File: src/rtl/sha2_uart_pkg.sv
// Shared definitions for the sha2 UART receiver: FSM state encoding,
// baud divider calculation and the 3-sample majority vote.
package sha2_uart_pkg;

  typedef enum logic [2:0] {
    IDLE  = 3'd0,
    START = 3'd1,
    DATA  = 3'd2,
    STOP  = 3'd3,
    BREAK = 3'd4
  } uart_state_e;

  // Clocks per oversample tick, rounded to nearest and never below one.
  function automatic int calc_div(input int clk_hz, input int baud, input int oversample);
    int den;
    int div;
    den = baud * oversample;
    div = (clk_hz + den / 2) / den;
    return (div < 1) ? 1 : div;
  endfunction

  function automatic logic maj3(input logic a, input logic b, input logic c);
    return (a & b) | (a & c) | (b & c);
  endfunction

endpackage

File: src/rtl/uart_baud_tick.sv
// Oversample tick generator: one-clock tick every DIV clocks, parked at zero
// while clr is high so the first tick lands exactly DIV clocks after release.
module uart_baud_tick #(
  parameter int DIV = 1
) (
  input  logic clk,
  input  logic rst,
  input  logic clr,
  output logic tick
);

  localparam int CW = (DIV > 1) ? $clog2(DIV) : 1;
  localparam logic [CW-1:0] LAST = CW'(DIV - 1);

  logic [CW-1:0] cnt_r;

  // divider counter, wraps at DIV-1 and is held at zero by clr
  always_ff @(posedge clk or negedge rst) begin
    if (!rst) begin
      cnt_r <= CW'(0);
    end else if (clr) begin
      cnt_r <= CW'(0);
    end else if (cnt_r == LAST) begin
      cnt_r <= CW'(0);
    end else begin
      cnt_r <= cnt_r + CW'(1);
    end
  end

  assign tick = !clr && (cnt_r == LAST);

endmodule

File: src/rtl/sha2_uart_rx.sv
// 8N1 oversampling UART receiver feeding sha2_controller through a one-entry
// valid/ready holding register, with framing and overrun pulses.
module sha2_uart_rx
  import sha2_uart_pkg::*;
#(
  parameter int CLK_HZ     = 50_000_000,
  parameter int BAUD       = 115_200,
  parameter int OVERSAMPLE = 16
) (
  input  logic       clk,
  input  logic       rst,
  input  logic       RX,
  output logic [7:0] rx_data,
  output logic       rx_valid,
  input  logic       rx_ready,
  output logic       frame_err,
  output logic       overrun
);

  localparam int DIV = calc_div(CLK_HZ, BAUD, OVERSAMPLE);
  localparam int M   = OVERSAMPLE / 2;
  localparam int SW  = $clog2(OVERSAMPLE);
  localparam logic [SW-1:0] S_LAST = SW'(OVERSAMPLE - 1);
  localparam logic [SW-1:0] S_VA   = SW'(M - 1);
  localparam logic [SW-1:0] S_VB   = SW'(M);
  localparam logic [SW-1:0] S_DEC  = SW'(M + 1);

  logic [1:0]    sync_r;
  logic          rx_s;
  logic          prev_r;
  logic [1:0]    warm_r;
  logic          fall_s;
  uart_state_e   state_r;
  logic [SW-1:0] s_r;
  logic [SW-1:0] s_next_s;
  logic [2:0]    bit_r;
  logic [7:0]    shift_r;
  logic          v_a_r;
  logic          v_b_r;
  logic          vote_s;
  logic          brk_high_r;
  logic          done_r;
  logic          clr_s;
  logic          tick_s;

  assign rx_s     = sync_r[1];
  assign clr_s    = (state_r == IDLE);
  assign s_next_s = (s_r == S_LAST) ? SW'(0) : s_r + SW'(1);
  assign vote_s   = maj3(v_a_r, v_b_r, rx_s);
  // Edge detection waits until the synchroniser and prev_r reflect the real
  // line, so a line held low across reset release is not seen as a start edge.
  assign fall_s   = (warm_r == 2'd3) && prev_r && !rx_s;

  uart_baud_tick #(.DIV(DIV)) u_tick (
    .clk  (clk),
    .rst  (rst),
    .clr  (clr_s),
    .tick (tick_s)
  );

  // two-flop synchroniser, line history and post-reset warm-up counter
  always_ff @(posedge clk or negedge rst) begin
    if (!rst) begin
      sync_r <= 2'b11;
      prev_r <= 1'b1;
      warm_r <= 2'd0;
    end else begin
      sync_r <= {sync_r[0], RX};
      prev_r <= rx_s;
      if (warm_r != 2'd3) begin
        warm_r <= warm_r + 2'd1;
      end
    end
  end

  // capture the first two vote samples; the third is rx_s at the decision tick
  always_ff @(posedge clk or negedge rst) begin
    if (!rst) begin
      v_a_r <= 1'b1;
      v_b_r <= 1'b1;
    end else if (tick_s) begin
      if (s_r == S_VA) begin
        v_a_r <= rx_s;
      end
      if (s_r == S_VB) begin
        v_b_r <= rx_s;
      end
    end
  end

  // receive FSM, sample counter, shifter and frame-error pulse
  always_ff @(posedge clk or negedge rst) begin
    if (!rst) begin
      state_r    <= IDLE;
      s_r        <= SW'(0);
      bit_r      <= 3'd0;
      shift_r    <= 8'h00;
      brk_high_r <= 1'b0;
      done_r     <= 1'b0;
      frame_err  <= 1'b0;
    end else begin
      done_r    <= 1'b0;
      frame_err <= 1'b0;
      case (state_r)
        IDLE: begin
          s_r   <= SW'(0);
          bit_r <= 3'd0;
          if (fall_s) begin
            state_r <= START;
          end
        end
        START: begin
          if (tick_s) begin
            s_r <= s_next_s;
            if (s_r == S_DEC && vote_s) begin
              state_r <= IDLE;
            end else if (s_r == S_LAST) begin
              state_r <= DATA;
            end
          end
        end
        DATA: begin
          if (tick_s) begin
            s_r <= s_next_s;
            if (s_r == S_DEC) begin
              shift_r <= {vote_s, shift_r[7:1]};
            end
            if (s_r == S_LAST) begin
              if (bit_r == 3'd7) begin
                state_r <= STOP;
              end else begin
                bit_r <= bit_r + 3'd1;
              end
            end
          end
        end
        STOP: begin
          if (tick_s) begin
            s_r <= s_next_s;
            if (s_r == S_DEC) begin
              if (vote_s) begin
                done_r  <= 1'b1;
                state_r <= IDLE;
              end else begin
                frame_err  <= 1'b1;
                brk_high_r <= 1'b0;
                state_r    <= BREAK;
              end
            end
          end
        end
        BREAK: begin
          // leave only after the line stayed high across a whole tick period
          if (!rx_s) begin
            brk_high_r <= 1'b0;
          end else if (tick_s) begin
            if (brk_high_r) begin
              state_r <= IDLE;
            end else begin
              brk_high_r <= 1'b1;
            end
          end
        end
        default: begin
          state_r <= IDLE;
        end
      endcase
    end
  end

  // one-entry holding register with overrun detection
  always_ff @(posedge clk or negedge rst) begin
    if (!rst) begin
      rx_data  <= 8'h00;
      rx_valid <= 1'b0;
      overrun  <= 1'b0;
    end else begin
      overrun <= 1'b0;
      if (done_r) begin
        if (!rx_valid || rx_ready) begin
          rx_data  <= shift_r;
          rx_valid <= 1'b1;
        end else begin
          overrun <= 1'b1;
        end
      end else if (rx_valid && rx_ready) begin
        rx_valid <= 1'b0;
      end
    end
  end

endmodule

File: config.mk
export PLATFORM = sky130hd
export DESIGN_NAME = sha2_uart_rx
export DESIGN_NICKNAME = d
export VERILOG_FILES = /design/src/rtl/sha2_uart_pkg.sv /design/src/rtl/uart_baud_tick.sv /design/src/rtl/sha2_uart_rx.sv
export SDC_FILE = /design/constraint.sdc
export NUM_CORES = 1
export LEC_CHECK = 0
export CAP_MARGIN = 30
export CORE_ASPECT_RATIO = 0.5
export CORE_MARGIN = 2
export CORE_UTILIZATION = 45
export CTS_CLUSTER_DIAMETER = 120
export DETAILED_ROUTE_END_ITERATION = 10
export MAX_ROUTING_LAYER = met4
export PLACE_DENSITY = 0.61
export RECOVER_POWER = 25
export SLEW_MARGIN = 20
export SYNTH_ARGS = -nofsm -noshare
export SYNTH_HDL_FRONTEND = slang
export SYNTH_HIERARCHICAL = 1
export SYNTH_SLANG_ARGS = --single-unit
File: constraint.sdc
create_clock -name clk -period 3.1 [get_ports clk]
set_clock_uncertainty 0.2 [all_clocks]
set_input_delay 0.62 -clock clk [delete_from_list [all_inputs] [get_ports clk]]
set_output_delay 0.62 -clock clk [all_outputs]
set_load 0.1 [all_outputs]
== Yosys cells after proc, flatten, opt, wreduce, memory -nomap -nowiden ==
Index checks and enable logic that the tools add are counted.

* Bitwise logic cells: 5
* Add/sub/neg operators: 4
* Eq/ne operators: 28
* Muxes and demuxes: 42
* Reduce and logical (&&, ||, !) cells: 24

{| class="wikitable"
|+ Operators with widths
! operator !! count
|-
| $mux W3 || 16
|-
| $ne A2 B2 Y1 const B || 13
|-
| $mux W1 || 18
|-
| $pmux W3 S5 || 1
|-
| $eq A4 B4 Y1 const B || 3
|-
| $reduce_and A11 Y1 || 1
|-
| $mux W5 || 2
|-
| $reduce_and A2 Y1 || 5
|-
| $mux W4 || 2
|-
| $pmux W4 S2 || 1
|-
| $reduce_bool A2 Y1 || 4
|-
| $eq A3 B2 Y1 const B || 2
|-
| $eq A3 B3 Y1 const B || 2
|-
| $ne A3 B3 Y1 const B || 2
|-
| $pmux W3 S2 || 1
|-
| $add A5 B1 Y5 const B || 1
|-
| $eq A5 B5 Y1 const B || 1
|-
| $logic_and A1 B1 Y1 || 5
|-
| $reduce_and A5 Y1 || 1
|-
| $add A4 B1 Y4 const B || 1
|-
| $eq A4 B3 Y1 const B || 1
|-
| $ne A2 B1 Y1 const B || 2
|-
| $reduce_and A4 Y1 || 1
|-
| $add A3 B1 Y3 const B || 1
|-
| other kinds (11) || 16
|}

* Input bits: 4
* Bits in registers: 43
* Output and inout bits: 11

== Logic depth before layout (Yosys ltp) ==
* Word-level depth: 7
* Depth in mapped cells: 10

== Modules after synthesis ==
Netlist, hierarchy kept.

{| class="wikitable"
|+ Modules (own cells, without submodules)
! module !! area each (µm²) !! times used !! cells each
|-
| sha2_uart_rx || 1804.2 || 1 || 136
|-
| uart_baud_tick || 275.3 || 1 || 23
|}

== Worst setup path after synthesis ==
Ideal clock, no wire load.

* Path type: register to register
* Start point: reg state_r[0]
* End point: reg state_r[2]
* Path buffers: 2
* Setup slack: 0.912 ns
* Data arrival time: 1.864 ns
* Data required time: 2.776 ns
* Library setup time: 0.124 ns
* Stages on the path, launching flop included: 10
* Path through: dfrtp_1 > buf_6 > or2_4 > nor2_1 > nor2b_1 > buf_2 > nor2b_1 > and4_2 > nor2b_4 > o21bai_1

* Word-level cells in the longest chain between the ends: 5
* Elaborated cells between the ends (all ways): 20

{| class="wikitable"
|+ Ends and longest elaborated chain
! what !! RTL line !! RTL
|-
| start, declared || sha2_uart_rx.sv:33 || <nowiki>uart_state_e state_r;</nowiki>
|-
| start signal, assigned || sha2_uart_rx.sv:94 || <nowiki>state_r <= IDLE;</nowiki>
|-
| start signal, assigned || sha2_uart_rx.sv:109 || <nowiki>state_r <= START;</nowiki>
|-
| start signal, assigned || sha2_uart_rx.sv:116 || <nowiki>state_r <= IDLE;</nowiki>
|-
| $logic_not A3 Y1 (*) || sha2_uart_rx.sv:47 || <nowiki>assign clr_s = (state_r == IDLE);</nowiki>
|-
| net clr_s || sha2_uart_rx.sv:43 || <nowiki>logic clr_s;</nowiki>
|-
| $logic_not A1 Y1 (*) || uart_baud_tick.sv:30 || <nowiki>assign tick = !clr && (cnt_r == LAST);</nowiki>
|-
| $logic_and A1 B1 Y1 (*) || uart_baud_tick.sv:30 ||
|-
| net tick_s || sha2_uart_rx.sv:44 || <nowiki>logic tick_s;</nowiki>
|-
| $ne A2 B2 Y1 (no source line) || -- ||
|-
| $reduce_and A11 Y1 (no source line) (*) || -- ||
|}

The timed path passes the listed nets; every way through them passes the cells marked *.
A chain may end at the register's enable or synchronous reset.

== Worst setup path after layout ==
* Start point: reg state_r[2]
* End point: reg state_r[2]

The elaborated chain is that of the path after synthesis.

==> results.txt <==
The flow ran to the end, and the final reports show no timing, DRC or antenna violations. Summed over all layers, the routed wires come to 3480 µm. Yosys mapped a number of flops with a built-in enable equal to 0. The most used flip-flop cell after synthesis is sky130_fd_sc_hd__dfrtp_1.

Setup violations remaining at the end of the flow were counted as 0. The dominant cell type by count on the critical path is sky130_fd_sc_hd__nor2b_1. In this run the worst setup path terminates at state_r[2]. The die covers 5210 µm².

By area the synthesized netlist is led by sky130_fd_sc_hd__dfrtp_1 (46%), sky130_fd_sc_hd__mux2_2 (11%), sky130_fd_sc_hd__dfstp_2 (6.3%), sky130_fd_sc_hd__ha_1 (4.8%), sky130_fd_sc_hd__a22o_2 (2.4%). The setup slack of the critical path after layout came out at 0.605 ns. The fraction of synthesis flops using an asynchronous set or reset pin is 100%. The post-synth net total is 171. The count of antenna diodes in the layout came out at 0. In this run the critical register-to-register path is captured at state_r[2]. Counting I/O delays and the setup requirement, the final critical path takes 2.50 ns.

The part of the power in the clock network is 30.8%. The global placer's final weighted congestion came out at 0.782. The register share of total power is 53.6%.

The summed instance area of the synthesized netlist is 2080 µm². By startpoint and endpoint, the worst setup path is classified as reg -> reg. The area growth from synthesis to layout is 12.7%.

The critical path goes through or2_4 > nor2_1 > nor2b_1 > buf_4 > nor2b_1 > and4_2 > nor2b_4 > o21bai_1. The number of nets in the layout is 189. The data required time at the worst endpoint is 3.09 ns.

The count of clock tree sinks came out at 43. Of the cells placed in the final design, the portion with a size suffix greater than 1 is 39.3%. The analysis attributes to cell leakage a power of 0.00109 µW. In the routed design, unresolved DRC markers number 0. Entering global routing, the biggest net connects 44 pins. The portion of total power attributed to combinational logic came out at 15.6%. The H-tree depth reported by CTS came out at 2. The placed wire-length estimate after detailed placement is 2400 µm. Measured along the x axis, the die boundary spans 100 µm. Of the synthesized area, sequential elements account for 52.0%.

The slowest stage of the critical path is the sky130_fd_sc_hd__dfrtp_1 cell. Clock tree synthesis selected as its root buffer the cell sky130_fd_sc_hd__clkbuf_8. The number of antenna violations at the first check in global routing is 0.

The average via count per standard cell came out at 5.46. The register bit count reported by yosys came out at 43. After clock tree synthesis, the setup repair step added 0 buffers. TritonCTS built the clock tree. The global router's overall resource usage is 15.5%. The average wire length per cell after detail routing came out at 14.8 µm.

The initial detailed-routing violation count came out at 74. The largest total area in the synthesized netlist belongs to sky130_fd_sc_hd__dfrtp_1. The cell count of the worst reg-to-reg path is 8.

On the worst path, the slowest cell contributes a delay of 0.53 ns. Input and output buffers added on the ports amount to 14. The startpoint of the lowest-slack register-to-register path is state_r[2].

Across all register-to-register paths, the minimum setup slack is 0.60 ns. Tracing the worst setup path back leads to its startpoint at state_r[2]. The most common cell in the synthesized netlist is sky130_fd_sc_hd__dfrtp_1. The element type at the critical path start is a flop.

STA classifies the critical path endpoint as a flop. Setup total negative slack on the finished layout was measured at 0 ns. Prior to clock tree synthesis, the placed netlist has a worst setup slack of 0.630 ns. The sum of internal, switching and leakage power came out at 1200 µW. Global routing finished with a remaining overflow of 0.

The power per cell area is 514 nW/µm². The internal power came out at 843 µW. The hold buffer count at CTS came out at 0. The synthesized netlist contains 48 unique library cells. The final hold violation count is 0. Of all nets on the critical path, the largest fanout is 12. The worst slew margin relative to its limit is 10.4%. The maximum clock insertion buffer count came out at 2. The number of clock buffers inserted by TritonCTS came out at 5.

For the worst setup path, the data arrival time is 2.49 ns. The number of iterations in the first detailed-routing pass is 4. The initial core utilization came out at 47.0%. The switching share of total power came out at 30.0%. The top-level I/O count is 15. The net switching power of the design came out at 362 µW. The top achievable clock speed is 0.401 GHz.

The worst-skew pair later-pin latency came out at 0.30 ns. The core box area is 4420 µm². The post-synthesis cell count is 159.

The cell row count came out at 17. The top cell type by area accounts for 45.7% of the synthesized area. The vertical die dimension is 52.1 µm. The commonest cells after synthesis are sky130_fd_sc_hd__dfrtp_1 (38), sky130_fd_sc_hd__mux2_2 (20), sky130_fd_sc_hd__nand2_1 (10). VDD sags by at most 276 µV. The number of vias after detailed routing is 1,284. Across all hold checks on the routed design, the worst slack comes to 0.177 ns. The count of synthesis-stage warnings from yosys came out at 6.

The final antenna-violating net count is 0. The slew at the pin closest to its max-slew limit came out at 1.34 ns. The final-report max-slew violation count was 0.

Setup repair after global routing left no endpoint under its margin. The number of global-route vias before repair was 1,228. In this run the worst hold path is classified as reg -> reg. The clock transition time at the flip-flop clock pins of the worst setup and hold paths came out at 0.09 ns.

The max-capacitance violation count is 0. The final critical path takes up 80.5% of the cycle. The mean post-synth cell area came out at 13.1 µm². The number of resized instances in the post-cts repair step came out at 0. The final-layout fill cell count is 384. The first global-routing pass estimated 5860 µm of wire.
placed cells by master, fill, tap and decap left out, types with 3 or more instances in the layout:
cell	n
sky130_fd_sc_hd__nor2b_1	3
sky130_fd_sc_hd__buf_4	13
sky130_fd_sc_hd__ha_1	8
sky130_fd_sc_hd__mux2_2	20
sky130_fd_sc_hd__and4_2	3
sky130_fd_sc_hd__o21bai_1	4
sky130_fd_sc_hd__nand2_1	10
sky130_fd_sc_hd__and3_1	3
sky130_fd_sc_hd__dfrtp_1	38
sky130_fd_sc_hd__o21ai_0	3
sky130_fd_sc_hd__clkbuf_8	5
sky130_fd_sc_hd__nor3_1	3
sky130_fd_sc_hd__inv_1	5
sky130_fd_sc_hd__a22o_2	5
sky130_fd_sc_hd__dfstp_2	4
sky130_fd_sc_hd__nor2_1	5
sky130_fd_sc_hd__a21oi_1	3
power groups by stage:
stage	clock network (µW)	logic [µW]	registers (µW)
6_report	371	188	646
3_3_place_gp	0	186	656
2_1_floorplan	0	164	636
4_1_cts	379	186	645
5_1_grt	410	212	655
3_5_place_dp	0	187	655
worst max-delay path: cells and delay by family (launching register included):
family          cells  cell delay, ns
flops               1            0.53
simple gates        6            1.33
buf+inv             1            0.19
compound gates      1            0.14
kinds of logic after synthesis:
group	synth area share (%)
buffers and inverters	3.25
AO/OA/AOI/OAI	9.51
adder cells (fa/ha/maj)	5.36
AND/OR/NAND/NOR	17.3
XOR/XNOR	1.26
multiplexers	11.3
flip-flops	52.0
state kept, by name, summed over array words and instances (netlist names), 2 cells and up:
| name | count |
|---|---|
| bit_r | 3 |
| sync_r | 2 |
| state_r | 3 |
| rx_data | 8 |
| u_tick/cnt_r | 5 |
| shift_r | 8 |
| warm_r | 2 |
| s_r | 4 |
cell type report:
| type | instances | area (µm²) | area share [%] |
|---|---|---|---|
| well taps | 57 | 71.3 | 3.04 |
| clock buffers | 5 | 68.8 | 2.94 |
| inverters | 5 | 18.8 | 0.801 |
| repair buffers | 17 | 149 | 6.35 |
| clock inverters | 3 | 23.8 | 1.01 |
| flip-flops and latches | 43 | 1080 | 46.2 |
| multi-input cells | 105 | 930 | 39.7 |
layer usage:
layer	part of all wire (%)	up-vias	wire, µm	GRT usage (%)
met4	1.3	0	44	6.16
met3	3.5	7	121	4.57
met5	0	-	0	-
met2	45	15	1580	23.9
li1	-	613	-	-
met1	50	649	1730	19.5
how the worst min path moves through the flow:
stage	from	endpoint	slack [ns]	depth (start not counted)
4_1_cts	sync_r[0]	sync_r[1]	0.17	0
2_1_floorplan	rst	bit_r[0]	0.12	0
5_1_grt	sync_r[0]	sync_r[1]	0.18	0
3_5_place_dp	sync_r[0]	sync_r[1]	0.16	0
6_report	sync_r[0]	sync_r[1]	0.18	0
3_3_place_gp	sync_r[0]	sync_r[1]	0.15	0
stage by stage:
stage          util (%)  instance area, µm²  std cells
2_1_floorplan         -                2080        159
3_3_place_gp       50.3                2220        226
3_5_place_dp       50.3                2220        226
4_1_cts            52.4                2320        234
5_1_grt            53.0                2340        235
6_report           53.0                2340        235
(Power assumes the default switching activity.)
